File: config.mk
export PLATFORM = sky130hd
export DESIGN_NAME = core_dbus_bridge_flat
export DESIGN_NICKNAME = d
export VERILOG_FILES = /design/src/rtl/dbus_pkg.sv /design/src/rtl/core_dbus_bridge_if.sv /design/src/rtl/dbus_timeout_cnt.sv /design/src/rtl/core_dbus_bridge.sv /design/src/flat_wrapper.sv
export SDC_FILE = /design/constraint.sdc
export NUM_CORES = 1
export LEC_CHECK = 0
export BUFFER_PORTS_ARGS = -buffer_cell sky130_fd_sc_hd__clkbuf_2
export CORE_ASPECT_RATIO = 0.8
export CORE_MARGIN = 10
export CORE_UTILIZATION = 50
export CTS_BUF_LIST = sky130_fd_sc_hd__clkbuf_4
export CTS_CLUSTER_SIZE = 12
export DETAILED_ROUTE_END_ITERATION = 8
export GPL_ROUTABILITY_DRIVEN = 0
export PLACE_DENSITY = 0.86
export SKIP_LAST_GASP = 1
export SYNTH_ARGS = -nofsm -noshare
export SYNTH_HDL_FRONTEND = slang
export SYNTH_SLANG_ARGS = --single-unit
File: constraint.sdc
create_clock -name clk -period 5.1 [get_ports clk]
set_clock_uncertainty 0.2 [all_clocks]
set_input_delay 0.51 -clock clk [delete_from_list [all_inputs] [get_ports clk]]
set_output_delay 0.51 -clock clk [all_outputs]
set_load 0.05 [all_outputs]
File: src/rtl/dbus_pkg.sv
// Shared types and constants for the core data-bus bridge.
// State encoding is fixed so the values are stable across any waveform or debug tooling.
package dbus_pkg;

   typedef enum logic [1:0] {
      StIdle  = 2'd0,
      StWpost = 2'd1,
      StRd    = 2'd2,
      StRdone = 2'd3
   } dbus_state_e;

   localparam logic [31:0] DBUS_ERR_RDATA = 32'hDEADBEEF;

endpackage

File: src/rtl/core_dbus_bridge_if.sv
// Request/acknowledge bus between the data bridge (master) and SoC memory/peripherals (slave).
interface core_dbus_bridge_if;

   logic        mem_req;
   logic        mem_we;
   logic [31:0] mem_addr;
   logic [31:0] mem_wdata;
   logic [3:0]  mem_be;
   logic [31:0] mem_rdata;
   logic        mem_ack;

   modport master (
      output mem_req, mem_we, mem_addr, mem_wdata, mem_be,
      input  mem_rdata, mem_ack
   );

   modport slave (
      input  mem_req, mem_we, mem_addr, mem_wdata, mem_be,
      output mem_rdata, mem_ack
   );

endinterface

File: src/rtl/dbus_timeout_cnt.sv
// Counts request cycles without acknowledge; hit marks the last cycle a request may stay open.
module dbus_timeout_cnt #(
   parameter int unsigned TIMEOUT_CYCLES = 64
) (
   input  logic clk,
   input  logic res,
   input  logic clr,
   input  logic en,
   output logic hit
);

   localparam int unsigned CntW = $clog2(TIMEOUT_CYCLES) + 1;
   localparam logic [CntW-1:0] LastCnt = CntW'(TIMEOUT_CYCLES - 1);

   logic [CntW-1:0] cnt_q;

   // Saturates at the last cycle; the bridge closes the request there anyway.
   always_ff @(posedge clk or negedge res) begin
      if (!res) begin
         cnt_q <= '0;
      end else if (clr) begin
         cnt_q <= '0;
      end else if (en && !hit) begin
         cnt_q <= cnt_q + 1'b1;
      end
   end

   assign hit = en & (cnt_q == LastCnt);

endmodule

File: src/rtl/core_dbus_bridge.sv
// Bridges the core's single-cycle load/store port onto a variable-latency req/ack bus.
// Stores are posted through a one-entry buffer, loads stall the core until data returns.
module core_dbus_bridge
   import dbus_pkg::*;
#(
   parameter int unsigned TIMEOUT_CYCLES = 64,
   parameter logic [31:0] ERR_RDATA      = DBUS_ERR_RDATA
) (
   input  logic                      clk,
   input  logic                      res,
   input  logic                      ext_halt,
   input  logic [31:0]               core_addr,
   input  logic [31:0]               core_wdata,
   input  logic [3:0]                core_be,
   input  logic                      core_re,
   input  logic                      core_we,
   output logic [31:0]               core_rdata,
   output logic                      core_halt,
   output logic                      bus_err,
   core_dbus_bridge_if.master        mem
);

   dbus_state_e state_q, state_d;

   logic [31:0] addr_q;
   logic [31:0] wdata_q;
   logic [3:0]  be_q;
   logic [31:0] rdata_q;
   logic        err_q;

   logic busy;
   logic ack;
   logic hit;
   logic timeout;
   logic launch_rd;
   logic launch_wr;
   logic unused_addr_lsb;

   assign unused_addr_lsb = ^core_addr[1:0];

   assign busy      = (state_q == StWpost) || (state_q == StRd);
   assign ack       = busy & mem.mem_ack;
   // An ack arriving in the final allowed cycle still completes the transfer.
   assign timeout   = hit & ~mem.mem_ack;
   assign launch_rd = (state_q == StIdle) & core_re;
   assign launch_wr = (state_q == StIdle) & core_we & ~core_re;

   dbus_timeout_cnt #(
      .TIMEOUT_CYCLES (TIMEOUT_CYCLES)
   ) u_timeout_cnt (
      .clk (clk),
      .res (res),
      .clr (state_q == StIdle),
      .en  (busy),
      .hit (hit)
   );

   always_ff @(posedge clk or negedge res) begin
      if (!res) begin
         state_q <= StIdle;
      end else begin
         state_q <= state_d;
      end
   end

   always_comb begin
      state_d = state_q;
      unique case (state_q)
         StIdle: begin
            if (core_re) begin
               state_d = StRd;
            end else if (core_we) begin
               state_d = StWpost;
            end
         end
         StWpost: if (ack || timeout) state_d = StIdle;
         StRd:    if (ack || timeout) state_d = StRdone;
         StRdone: if (!ext_halt) state_d = StIdle;
         default: state_d = StIdle;
      endcase
   end

   always_ff @(posedge clk or negedge res) begin
      if (!res) begin
         addr_q  <= '0;
         wdata_q <= '0;
         be_q    <= '0;
         rdata_q <= '0;
         err_q   <= 1'b0;
      end else begin
         if (launch_rd || launch_wr) begin
            addr_q <= {core_addr[31:2], 2'b00};
            be_q   <= core_be;
         end
         if (launch_wr) begin
            wdata_q <= core_wdata;
         end
         if (state_q == StRd) begin
            if (ack) begin
               rdata_q <= mem.mem_rdata;
            end else if (timeout) begin
               rdata_q <= ERR_RDATA;
            end
         end
         if (timeout) begin
            err_q <= 1'b1;
         end
      end
   end

   always_comb begin
      mem.mem_req   = busy;
      mem.mem_we    = (state_q == StWpost);
      mem.mem_addr  = addr_q;
      mem.mem_wdata = wdata_q;
      mem.mem_be    = be_q;
      core_rdata    = rdata_q;
      bus_err       = err_q;
      // A store in idle retires without stall; everything else waits for the bus.
      core_halt     = ~res | ext_halt | (state_q == StRd)
                    | ((core_re | core_we) & ((state_q != StIdle) | core_re)
                       & (state_q != StRdone));
   end

endmodule

File: src/flat_wrapper.sv
// flat-port wrapper written by rule: the top's interface ports become plain ports
module core_dbus_bridge_flat import dbus_pkg::*;
#(
   parameter int unsigned TIMEOUT_CYCLES = 64,
   parameter logic [31:0] ERR_RDATA      = DBUS_ERR_RDATA
)
  (clk, res, ext_halt, core_addr, core_wdata, core_be, core_re, core_we, core_rdata, core_halt, bus_err, mem_mem_req, mem_mem_we, mem_mem_addr, mem_mem_wdata, mem_mem_be, mem_mem_rdata, mem_mem_ack);
  core_dbus_bridge_if mem_i ();
  input  logic clk;
  input  logic res;
  input  logic ext_halt;
  input  logic [31:0] core_addr;
  input  logic [31:0] core_wdata;
  input  logic [3:0] core_be;
  input  logic core_re;
  input  logic core_we;
  output logic [31:0] core_rdata;
  output logic core_halt;
  output logic bus_err;
  output wire logic [$bits(mem_i.mem_req)-1:0] mem_mem_req;
  output wire logic [$bits(mem_i.mem_we)-1:0] mem_mem_we;
  output wire logic [$bits(mem_i.mem_addr)-1:0] mem_mem_addr;
  output wire logic [$bits(mem_i.mem_wdata)-1:0] mem_mem_wdata;
  output wire logic [$bits(mem_i.mem_be)-1:0] mem_mem_be;
  input wire logic [$bits(mem_i.mem_rdata)-1:0] mem_mem_rdata;
  input wire logic [$bits(mem_i.mem_ack)-1:0] mem_mem_ack;
  assign mem_mem_req = mem_i.mem_req;
  assign mem_mem_we = mem_i.mem_we;
  assign mem_mem_addr = mem_i.mem_addr;
  assign mem_mem_wdata = mem_i.mem_wdata;
  assign mem_mem_be = mem_i.mem_be;
  assign mem_i.mem_rdata = mem_mem_rdata;
  assign mem_i.mem_ack = mem_mem_ack;
  core_dbus_bridge #(.TIMEOUT_CYCLES(TIMEOUT_CYCLES), .ERR_RDATA(ERR_RDATA)) u_core (.clk(clk), .res(res), .ext_halt(ext_halt), .core_addr(core_addr), .core_wdata(core_wdata), .core_be(core_be), .core_re(core_re), .core_we(core_we), .core_rdata(core_rdata), .core_halt(core_halt), .bus_err(bus_err), .mem(mem_i));
endmodule
### Word-level counts from Yosys, hierarchy flattened

Cells that the tools add are included.

| operators by class | value |
|---|---|
| $add $sub $neg | 1 |
| equal/unequal tests | 9 |
| muxes and demuxes | 10 |
| bitwise logic cells | 16 |
| reduce and logical (&&, ||, !) cells | 11 |

Operators by type and width:

| cell | count |
|---|---|
| $mux 32 | 2 |
| $mux 7 | 2 |
| $mux 2 | 5 |
| $and 1x1->1 | 8 |
| $pmux 2 s4 | 1 |
| $add 7x1->7 const B | 1 |
| $eq 7x6->1 const B | 1 |
| $ne 2x2->1 const B | 3 |
| $reduce_bool 2->1 | 3 |
| $or 1x1->1 | 5 |
| $eq 2x2->1 const B | 2 |
| $reduce_and 4->1 | 1 |
| $logic_or 1x1->1 | 3 |
| $ne 3x3->1 const B | 1 |
| $not 1->1 | 3 |
| $eq 2x1->1 const B | 1 |
| $logic_not 2->1 | 1 |
| $ne 2x1->1 const B | 1 |
| $reduce_and 2->1 | 1 |
| $logic_and 1x1->1 | 1 |
| $logic_not 1->1 | 1 |

| word-level totals | value |
|---|---|
| bits in registers | 108 |
| input port bits | 106 |

### Logic depth before layout (Yosys ltp)

Gate-level depths: netlist of the first run.

| depth | value |
|---|---|
| depth in word-level cells | 7 |
| depth in mapped cells | 7 |
| gate-level depth less buffers | 6 |

### By module

Synthesis of the first run repeated with hierarchy kept, for this count alone.

| second synthesis, totals | value |
|---|---|
| cells, all modules | 283 |
| area, all modules | 4287.9 um2 |

Modules (own cells, without submodules):

| module | instances | cells each | area each (um2) |
|---|---|---|---|
| core_dbus_bridge | 1 | 244 | 3897.5 |
| dbus_timeout_cnt | 1 | 39 | 390.4 |

### Least setup slack after synthesis of the first run

Ideal clock, no wire load.

| path | value |
|---|---|
| kind | reg-to-output |
| from | reg u_core.state_q[0] |
| to | out core_halt |
| arrival time | 1.785 ns |
| required time | 4.390 ns |
| slack | 2.605 ns |
| stages on the path, launching flop included | 7 |
| path buffers | 1 |
| path through | dfrtp_1 > inv_1 > ha_1 > clkbuf_1 > inv_1 > a21oi_1 > o211ai_1 |

| on the way | value |
|---|---|
| cells in the longest elaborated chain, start to end | 5 |
| elaborated cells on any way between the ends | 8 |
| those cells by class | 2 x eq/ne; 5 x bitwise; 1 x reduce/logical |

Ends and longest elaborated chain:

| item | RTL line | RTL |
|---|---|---|
| start: declaration | core_dbus_bridge.sv:23 | `dbus_state_e state_q, state_d;` |
| start signal: assignment | core_dbus_bridge.sv:60 | `state_q <= StIdle;` |
| start signal: assignment | core_dbus_bridge.sv:62 | `state_q <= state_d;` |
| $reduce_bool 2->1 | core_dbus_bridge.sv:121 | `\| ((core_re \| core_we) & ((state_q != StIdle) \| core_re)` |
| $or 1x1->1 | core_dbus_bridge.sv:121 |  |
| $and 1x1->1 | core_dbus_bridge.sv:121 |  |
| $and 1x1->1 | core_dbus_bridge.sv:122 | `& (state_q != StRdone));` |
| $or 1x1->1 (*) | core_dbus_bridge.sv:121 |  |
| end: declaration | flat_wrapper.sv:18 | `output logic core_halt;` |

Mark *: on every way between the ends. The rest lies on a longest branch, timed or not.

### Worst setup path after layout of the first run

Ends and elaborated chain as after synthesis.

==> summary.txt, run 1 <==
Outcome
  – Status: completed

Setup path
  – R2R setup slack: 2.59 ns
  – Crit path required time: 4.39 ns
  – Crit. path cell count: 6
  – Startpoint type of the worst setup path: register
  – Arr. time, crit path: 2.10 ns
  – Slowest-stage cell, CP: ha_1
  – Setup crit end kind: output pin
  – Crit path top cell by count: inv_1
  – Crit path max-delay family: buffers and inverters
  – Reg2Reg Depth: 4
  – CP Class: register to output pin
  – CP max FO: 13
  – Delay of the slowest critical-path stage: 0.48 ns
  – Worst path cell trace: inv_1 > ha_1 > inv_1 > a21oi_1 > o211ai_1 > clkbuf_2
  – FF-to-FF Start: u_core.state_q[1]$_DFFE_PN0P_
  – Buffers and inverters on the worst path: 3
  – FF-to-FF End: u_core.core_rdata[0]$_DFFE_PN0P_

Timing
  – Final setup TNS: 0 ns
  – Max Clk Rate: 355.9 MHz
  – Hold Vio Cnt, Final: 0
  – Final setup viols: 0
  – RSZ-0062 raised after global routing: no
  – Final period utilization: 0.5509
  – Crit path time final: 2.810 ns
  – Max-slew violation count: 0
  – Hold WS: 0.07565 ns
  – Max-slew headroom: 0.2847
  – Worst Tran Pin Value: 1.069 ns

Global routing
  – Total gr overflow: 0
  – Number of global-route vias before repair: 3436
  – Global-route wire length before repair: 17510 µm
  – Pin count of the biggest net entering global routing: 65
  – Antenna violations before repair: 0
  – Total track usage: 0.1759

CTS
  – CTS tree: yes
  – Clock slew at reported path FFs: 0.17 ns
  – Root Buffer: clkbuf_4
  – Clk buf depth: 2
  – CTS Sinks: 108
  – Clk Latency, worst-skew pair: 0.44 ns
  – H-Tree Depth: 3
  – CTS Buf Count: 9

Die
  – Die area: 12610 µm²
  – Die width: 123.1 µm
  – FP Rows: 29
  – Initial core utilization: 0.5254
  – Core Area: 8092 µm²
  – Boundary pin count: 210
  – Die height: 102.5 µm

Min path
  – Min-Delay Endpoint: u_core.core_rdata[8]$_DFFE_PN0P_
  – Hold path cells: 2
  – Worst Hold Class: input pin to register
  – Worst hold start: mem_mem_rdata[8]

Detailed routing
  – Remaining DRCs: 0
  – Initial drt markers: 148
  – Vias per inst: 5.223
  – Via count: 3118
  – 1st-pass router iterations: 5
  – WL/cell: 19.39 µm
  – DRT antenna net count: 0
  – Routed wire length: 11570 µm

Cells and area
  – Total Nets Final: 595
  – Area delta synth->final: 28.66%
  – # diodes: 0
  – Share of cells above drive strength 1: 0.6155

Place
  – Post-DP HPWL: 9225 µm
  – Port Buffer Count: 205

Synth
  – Post-synthesis sequential area ratio: 0.6357
  – Seq cells post-synth: 108
  – Synth Warn #: 0
  – Post-Syn Area per Cell: 15.18 µm²
  – Synth Instances: 280
  – Post-synth top flop: dfrtp_1
  – Post-synth EDFFs: 0
  – Netlist cell types: 37
  – Fraction of registers with async set or reset after synthesis: 1.000
  – Post-Syn Area: 4252 µm²

Run
  – Max-cap viol count: 0
## kinds of logic (layout without fill, tap and decap cells)
kind of cell | count (synthesis) | count (layout) | synth area share
AOI/OAI and AO/OA | 48 | 48 | 0.09712
xor gates and xnor gates | 4 | 4 | 0.008242
adders and majority gates | 5 | 5 | 0.01471
buffers and inverters | 22 | 230 | 0.02884
DFF | 108 | 108 | 0.6357
muxes | 70 | 70 | 0.1842
other | 1 | 2 | 0.0008820
and+or+nand+nor | 22 | 22 | 0.03032
## worst max-delay path by stage
stage                                        end  slack (ns)                          start
5_1_grt                                core_halt        2.07  u_core.state_q[1]$_DFFE_PN0P_
2_1_floorplan                          core_halt        2.61  u_core.state_q[0]$_DFFE_PN0P_
4_1_cts                                core_halt        2.23  u_core.state_q[0]$_DFFE_PN0P_
3_3_place_gp   u_core.core_rdata[31]$_DFFE_PN0P_        2.71  u_core.state_q[1]$_DFFE_PN0P_
6_report                               core_halt        2.29  u_core.state_q[0]$_DFFE_PN0P_
3_5_place_dp    u_core.core_rdata[0]$_DFFE_PN0P_        2.61  u_core.state_q[0]$_DFFE_PN0P_
## metrics by stage
step                instance area (µm²)  utilization  worst slack [ns]  std cells
CTS                                5470       0.6760             2.235        597
global route                       5470       0.6760             2.068        597
finish                             5470       0.6760             2.290        597
global placement                   5341       0.6601             2.706        580
detailed placement                 5341       0.6601             2.610        580
floorplan                          4255            -             2.605        281
## final cells by class
type | count | area, µm²
fill | 595 | 2621
sequential | 108 | 2703
clock inverter | 7 | 51.30
inverter | 6 | 22.52
multi-input combinational | 151 | 1438
tap | 108 | 135.1
clock buffer | 9 | 67.56
timing repair buffer | 208 | 1054
## Yosys cell counts, drive strengths merged, types with 4 or more instances
| cell | n | share of area |
|---|---|---|
| mux2 | 66 | 0.17 |
| a22o | 8 | 0.016 |
| buf | 12 | 0.020 |
| o22a | 24 | 0.051 |
| dfrtp | 108 | 0.64 |
| mux2i | 4 | 0.0094 |
| clkbuf | 4 | 0.0035 |
| a21oi | 4 | 0.0047 |
| nor2 | 8 | 0.0071 |
| inv | 6 | 0.0053 |
| o21ai | 4 | 0.0056 |
| ha | 5 | 0.015 |
## timing repair
action	in CTS	in global routing
hold endpoints to repair	44	0
hold buffers	1	0
buffers inserted	0	0
gates resized for setup	0	0
## cell usage in the layout, fill, tap and decap left out, types with 3 or more instances in the layout
master / count
clkbuf_2: 204
ha_1: 5
mux2_2: 66
inv_1: 6
a21oi_1: 4
clkbuf_4: 9
nor2_1: 8
o22a_1: 20
o22a_2: 4
a22o_1: 8
xnor2_1: 3
mux2i_1: 4
dfrtp_1: 108
buf_4: 3
o21ai_0: 3
## registers in the layout (all words and copies together) (netlist names)
| name | flops |
|---|---|
| u_core.bus_err | 1 |
| u_core.core_rdata | 32 |
| u_core.mem.mem_addr | 30 |
| u_core.mem.mem_be | 4 |
| u_core.mem.mem_wdata | 32 |
| u_core.state_q | 2 |
| u_core.u_timeout_cnt.cnt_q | 7 |
## worst register-to-register path: cells and delay by family (launching register included)
kind | cells | cell delay (ns)
fa+ha+maj | 1 | 0.50
flops | 1 | 0.41
simple gates | 1 | 0.71
compound gates | 1 | 0.51
buf+inv | 1 | 0.08
## per-layer routing
metal / vias up / part of all wire / global-route usage
li1: 1410 / - / -
met1: 1526 / 0.37 / 0.1809
met2: 163 / 0.49 / 0.3124
met3: 19 / 0.13 / 0.08485
met4: 0 / 0.014 / 0.05362
met5: - / 0 / 0
Power of run 1 is left out: the tool's default activity adds up to more than one toggle a clock period on the data nets, which glitch-free logic cannot reach.
==> inputs of run 2 (changes only) <==
- ABC_AREA: default -> 1
- CORE_UTILIZATION: 50 -> 48
- PLACE_DENSITY: 0.86 -> 0.82
- clock period: 5.1 -> 2.8 ns (I/O delays scaled with it)
==> run 2 against run 1 <==
Non-clock buffer count increased by 100; register-to-register slack got worse by 2.2 ns; critical path depth unchanged; first-iteration DRC count increased by 93%; count of clock-buffer cells in the layout increased by 2; flip-flop and latch count unchanged; synthesized cell count increased by 31%; final area increased by 21%; utilization increased by 6.1 points; highest routed layer unchanged.
==> summary.txt, run 2 <==
Timing
  – Max-slew violation count: 0 (unchanged)
  – Final setup viols: 0 (unchanged)
  – Final period utilization: 0.8914
  – Final setup TNS: 0 ns (unchanged)
  – Crit path time final: 2.496 ns
  – Hold Vio Cnt, Final: 0 (unchanged)
  – RSZ-0062 raised after global routing: no
  – Worst Tran Pin Value: 0.8118 ns (-0.2572 ns)
  – Hold WS: 0.06791 ns (-0.007743 ns)
  – Setup WS post-layout: 0.3040 ns (-1.987 ns)
  – Max-slew headroom: 0.4569 (+0.1722)
  – Max Clk Rate: 400.6 MHz

Die
  – Die height: 105.6 µm (+3.0%)
  – Core Area: 8999 µm² (+11%)
  – Die width: 127.0 µm (+3.2%)
  – Die area: 13410 µm² (+6.3%)
  – Initial core utilization: 0.4885 (-0.03698)
  – FP Rows: 31 (+6.9%)
  – Boundary pin count: 210 (unchanged)

Synth
  – Synth cell count leaders: dfrtp_1, mux2_2, inv_1, nand2_1, nor2_1
  – XOR/XNOR Fraction of Synth Area: 0.005978 (-0.002262)
  – Synth Warn #: 0 (unchanged)
  – Simple-Gate Fraction of Synth Area: 0.08796 (+0.05765)
  – Seq cells post-synth: 108 (unchanged)
  – Compound-Gate Fraction of Synth Area: 0.04526 (-0.05186)
  – Largest family of logic cells by synthesized area: multiplexers
  – Post-synth EDFFs: 0 (unchanged)
  – Post-synthesis sequential area ratio: 0.6149 (-0.02081)
  – Netlist cell types: 28 (-24%)
  – Fraction of registers with async set or reset after synthesis: 1.000 (unchanged)
  – Post-Syn Area: 4395 µm² (+3.4%)
  – Post-synthesis mux area share: 0.1691 (-0.01514)
  – Post-synthesis adder-cell area fraction: 0.01423 (-0.0004817)
  – Synth Instances: 368 (+31%)
  – Post-synth top area share: 0.6149 (-0.02081)
  – Top-count cell post-synth: dfrtp_1
  – Largest area contributor in the netlist: dfrtp_1
  – Post-synth top flop: dfrtp_1
  – Post-Syn Area per Cell: 11.94 µm² (-21%)
  – Synth area leaders: dfrtp_1, mux2_2, inv_1, nand2_1, nor2_1

Detailed routing
  – Remaining DRCs: 0 (unchanged)
  – 1st-pass router iterations: 4 (-1)
  – Routed wire length: 14520 µm (+25%)
  – WL/cell: 18.29 µm (-5.7%)
  – Vias per inst: 4.858 (-7.0%)
  – Via count: 3857 (+24%)
  – DRT antenna net count: 0 (unchanged)
  – Initial drt markers: 286 (+93%)

Setup path
  – Crit path required time: 2.32 ns (-2.07 ns)
  – Arr. time, crit path: 2.02 ns (-0.08 ns)
  – Startpoint type of the worst setup path: register
  – CP max FO: 7 (-6)
  – R2R setup slack: 0.39 ns (-2.20 ns)
  – CP Class: register to output pin
  – Setup crit end kind: output pin

Cells and area
  – Total Nets Final: 784 (+32%)
  – Most frequent cells in the layout: clkbuf_2, dfrtp_1, dlygate4sd3_1, mux2_2, inv_1
  – Commonest non-fill, non-tap cell in the layout: clkbuf_2
  – Area delta synth->final: 50.84%
  – Share of cells above drive strength 1: 0.4322 (-0.1834)

CTS
  – Clk buf depth: 2 (unchanged)
  – Clk Latency, worst-skew pair: 0.43 ns (about the same)
  – Hold-fix buffer count after cts: 101 (+100)
  – Setup bufs post-CTS: 0 (unchanged)
  – H-Tree Depth: 3 (unchanged)
  – Root Buffer: clkbuf_4
  – CTS Buf Count: 9 (unchanged)
  – CTS Sinks: 108 (unchanged)
  – Clock slew at reported path FFs: 0.15 ns (-0.02 ns)
  – Post-CTS sizing: 0 (unchanged)
  – CTS tree: yes

Power
  – Max IR drop VDD: 1.172 mV
  – Pwr dens: 1262 nW/µm²
  – LEAKAGE: 3.496 nW

Global routing
  – Total gr overflow: 0 (unchanged)
  – Pin count of the biggest net entering global routing: 109 (+68%)
  – Antenna violations before repair: 1 (+1)
  – Total track usage: 0.2172 (+0.04139)
  – Number of global-route vias before repair: 4249 (+24%)
  – Global-route wire length before repair: 23400 µm (+34%)

Run
  – Max-cap viol count: 0 (unchanged)

Place
  – Placement Setup Slack: 0.4012 ns (-2.209 ns)
  – Post-DP HPWL: 9167 µm (-0.63%)
  – Port Buffer Count: 205 (unchanged)

Outcome
  – Status: completed

Min path
  – Worst Hold Class: input pin to register
run 2: per-stage QoR:
stage	cells	total power [W]	area, µm²	util
6_report	794	0.008368	6630	0.7368
5_1_grt	794	0.008811	6630	0.7368
4_1_cts	793	0.008307	6628	0.7365
3_5_place_dp	676	0.007490	5497	0.6108
3_3_place_gp	676	0.007358	5497	0.6108
2_1_floorplan	369	0.006314	4399	-
run 2: cell type report:
class,count,area [µm²]
antenna,1,2.502
inverter,45,168.9
fill,554,2369
clock inverter,5,37.54
timing repair buffer,308,2067
multi-input combinational,201,1425
tap,115,143.9
clock buffer,11,82.58
sequential,108,2703
run 2: cells by family (layout without fill, tap and decap cells):
group / count (synthesis) / in the layout
AOI/OAI and AO/OA: 36 / 36
xor gates and xnor gates: 3 / 3
adders and majority gates: 5 / 5
buffers and inverters: 60 / 369
DFF: 108 / 108
muxes: 66 / 66
other: 1 / 3
and+or+nand+nor: 89 / 89
run 2: critical path, cell delays in order (launching register included):
cell      delay, ns
dfrtp_1        0.44
inv_1          0.08
ha_1           0.30
nand2_1        0.14
nand2_1        0.06
o211ai_1       0.22
clkbuf_2       0.34
run 2: power breakdown:
group          internal [W]  switching, W  total (W)
Sequential          0.00227      0.000441    0.00271
Clock              0.000207      0.000502   0.000710
Combinational       0.00127       0.00367    0.00495
run 2: path summary, 6_finish.rpt:
check | startpoint | to | depth (start not counted)
worst max-delay path | u_core.state_q[0]$_DFFE_PN0P_ | core_halt | 6
worst min-delay path | core_re | u_core.state_q[1]$_DFFE_PN0P_ | 5
worst max register to register | u_core.state_q[0]$_DFFE_PN0P_ | u_core.mem.mem_wdata[12]$_DFFE_PN0P_ | 4
worst min register to register | u_core.bus_err$_DFFE_PN0P_ | u_core.bus_err$_DFFE_PN0P_ | 2
max in group asynchronous | res | u_core.mem.mem_addr[15]$_DFFE_PN0P_ | 3
min in group asynchronous | res | u_core.mem.mem_be[3]$_DFFE_PN0P_ | 3
run 2: layer usage:
layer,part of all wire,GRT usage,up-vias
met5,0,0,-
met4,0.013,0.05519,0
met3,0.11,0.09514,16
met2,0.46,0.3454,215
met1,0.42,0.2658,1843
li1,-,-,1783
Power figures use the tool's default switching activity.
==> inputs of run 3 (changes only) <==
- CORE_MARGIN: 10 -> default
==> run 3 against run 2 <==
Clock power grew 14%; cell count decreased by 0.38%; non-clock buffer count stayed put; critical path type unchanged; highest routed layer unchanged.
==> summary.txt, run 3 (same netlist as run 2, synthesis figures left out) <==
Outcome
  – Status: completed

Place
  – Post-DP HPWL: 7262 µm (-21%)
  – Dpl cells: 673 (-0.44%)
  – Port Buffer Count: 205 (unchanged)

Global routing
  – Total track usage: 0.2711 (+0.05389)
  – Number of global-route vias before repair: 4060 (-4.4%)
  – Total gr overflow: 0 (unchanged)
  – Pin count of the biggest net entering global routing: 109 (unchanged)
  – Antenna violations before repair: 0 (-1)
  – Global-route wire length before repair: 19350 µm (-17%)

Setup path
  – FF-to-FF End: u_core.mem.mem_wdata[12]$_DFFE_PN0P_
  – Crit path to: core_halt
  – Worst path cell trace: inv_1 > ha_1 > nand2_1 > nand2_1 > o211ai_1 > clkbuf_2
  – Delay of the slowest critical-path stage: 0.43 ns (about the same)
  – Buffers and inverters on the worst path: 2 (unchanged)
  – CP Launch Point: u_core.state_q[0]$_DFFE_PN0P_
  – CP max FO: 7 (unchanged)
  – Arr. time, crit path: 1.94 ns (-0.08 ns)
  – Crit path required time: 2.32 ns (about the same)
  – Crit path top cell by count: nand2_1
  – R2R setup slack: 0.42 ns (+0.03 ns)
  – Crit. path cell count: 6 (unchanged)
  – FF-to-FF Start: u_core.state_q[0]$_DFFE_PN0P_
  – CP Class: register to output pin
  – Startpoint type of the worst setup path: register
  – Reg2Reg Depth: 4 (unchanged)
  – Setup crit end kind: output pin
  – Crit path max-delay family: flip-flops
  – Slowest-stage cell, CP: dfrtp_1

Timing
  – Max Clk Rate: 414.0 MHz (+3.3%)
  – Max-slew violation count: 0 (unchanged)
  – Max-slew headroom: 0.4600 (+0.003103)
  – Hold Vio Cnt, Final: 0 (unchanged)
  – Worst Tran Pin Value: 0.8072 ns (-0.004638 ns)
  – Final setup viols: 0 (unchanged)
  – Final setup TNS: 0 ns (unchanged)
  – Crit path time final: 2.415 ns (-0.08062 ns)
  – RSZ-0062 raised after global routing: no
  – Final period utilization: 0.8626 (-0.02879)

Detailed routing
  – 1st-pass router iterations: 4 (unchanged)
  – Via count: 3881 (+0.62%)
  – Initial drt markers: 265 (-7.3%)
  – DRT antenna net count: 0 (unchanged)
  – Remaining DRCs: 0 (unchanged)
  – Routed wire length: 13020 µm (-10%)
  – Vias per inst: 4.906 (+1.0%)
  – WL/cell: 16.46 µm (-10%)

CTS
  – Setup bufs post-CTS: 0 (unchanged)
  – CTS tree: yes
  – CTS Buf Count: 9 (unchanged)
  – Clock slew at reported path FFs: 0.16 ns (about the same)
  – Clk buf depth: 2 (unchanged)
  – Clk Latency, worst-skew pair: 0.42 ns (about the same)
  – H-Tree Depth: 3 (unchanged)
  – CTS Sinks: 108 (unchanged)
  – Post-CTS sizing: 0 (unchanged)
  – Root Buffer: clkbuf_4

Cells and area
  – Share of cells above drive strength 1: 0.4336 (+0.001475)
  – Area occupied by multi-input gates: 1425 µm² (unchanged)
  – Most frequent cells in the layout: clkbuf_2, dfrtp_1, dlygate4sd3_1, mux2_2, inv_1
  – Fill count: 528 (-4.7%)
  – Final Non-Filler Cells: 791 (-0.38%)
  – Total Nets Final: 784 (unchanged)
  – Fin util: 0.7671 (+0.03031)
  – Area delta synth->final: 51.32%
  – Reg area: 2703 µm² (unchanged)
  – Commonest non-fill, non-tap cell in the layout: clkbuf_2

Die
  – Boundary pin count: 210 (unchanged)
  – FP Rows: 30 (-3.2%)
  – Core Area: 8671 µm² (-3.6%)
  – Die width: 109.0 µm (-14%)
  – Die height: 87.59 µm (-17%)
  – Initial core utilization: 0.5069 (+0.01847)
  – Die area: 9546 µm² (-29%)

Min path
  – Worst hold start: core_re
  – Worst Hold Class: input pin to register

Power
  – Max IR drop VDD: 0.9331 mV (-20%)
  – Pwr dens: 1268 nW/µm² (+0.45%)
  – Final Power: 0.008433 W (+0.78%)
  – LEAKAGE: 3.512 nW (+0.47%)

Run
  – Max-cap viol count: 0 (unchanged)
## run 3: cell count changes in the layout (fill, tap and decap cells not counted), sizes merged
| cell | previous run | this run |
|---|---|---|
| clkinvlp | 1 | 0 |
| inv | 46 | 47 |
| clkbuf | 215 | 214 |
| bufinv | 0 | 1 |
## run 3: how the worst min path moves through the flow
stage                                                 endpoint  slack, ns  cells after the start
final                            u_core.state_q[0]$_DFFE_PN0P_       0.07                      6
after floorplan                     u_core.bus_err$_DFFE_PN0P_      -0.22                      0
after CTS                        u_core.state_q[0]$_DFFE_PN0P_       0.01                      6
after global routing             u_core.state_q[1]$_DFFE_PN0P_       0.05                      5
after detailed placement  u_core.mem.mem_wdata[28]$_DFFE_PN0P_       0.22                      2
after global placement    u_core.mem.mem_wdata[28]$_DFFE_PN0P_       0.21                      2
## run 3: per-stage QoR
step	hold WS [ns]	worst slack, ns	instance area [µm²]
detailed placement	0.2177	0.4318	5493
finish	0.07016	0.3846	6651
global route	0.05278	0.2224	6649
global placement	0.2074	0.4913	5493
floorplan	-0.2156	0.6504	4399
CTS	0.01370	0.3299	6649
## run 3: worst register-to-register path, delay by kind of cell (launching register included)
family | cells | cell delay [ns]
buffers and inverters | 1 | 0.10
multiplexers | 1 | 0.58
flip-flops | 1 | 0.45
AND/OR/NAND/NOR | 1 | 0.66
adder cells (fa/ha/maj) | 1 | 0.31
## run 3: timing repair
| item | 4_1_cts | 5_1_grt |
|---|---|---|
| endpoints found under the hold margin | 209 | 0 |
| hold buffers | 101 | 0 |
| setup endpoints to repair | 0 | 0 |
## run 3: cell type report
class | count | area share
clock buffers | 10 | 0.01129
well taps | 112 | 0.02107
inverters | 45 | 0.02540
multi-input cells | 201 | 0.2143
repair buffers | 308 | 0.3108
diodes | 1 | 0.0003762
clock inverters | 6 | 0.01053
flip-flops and latches | 108 | 0.4063
## run 3: metal layers
layer  up-vias  share of wire  track usage
met4         0          0.023       0.1106
met5         -              0            0
met1      1854           0.37       0.2976
met2       209           0.52       0.4940
met3        29          0.087      0.07813
li1       1789              -            -
## run 3: power by group
| part | leakage [nW] | total [W] | switching [W] | internal, W |
|---|---|---|---|---|
| Clock | 0.0814 | 0.000811 | 0.000518 | 0.000292 |
| Combinational | 2.17 | 0.00491 | 0.00363 | 0.00128 |
| Sequential | 1.26 | 0.00272 | 0.000449 | 0.00227 |
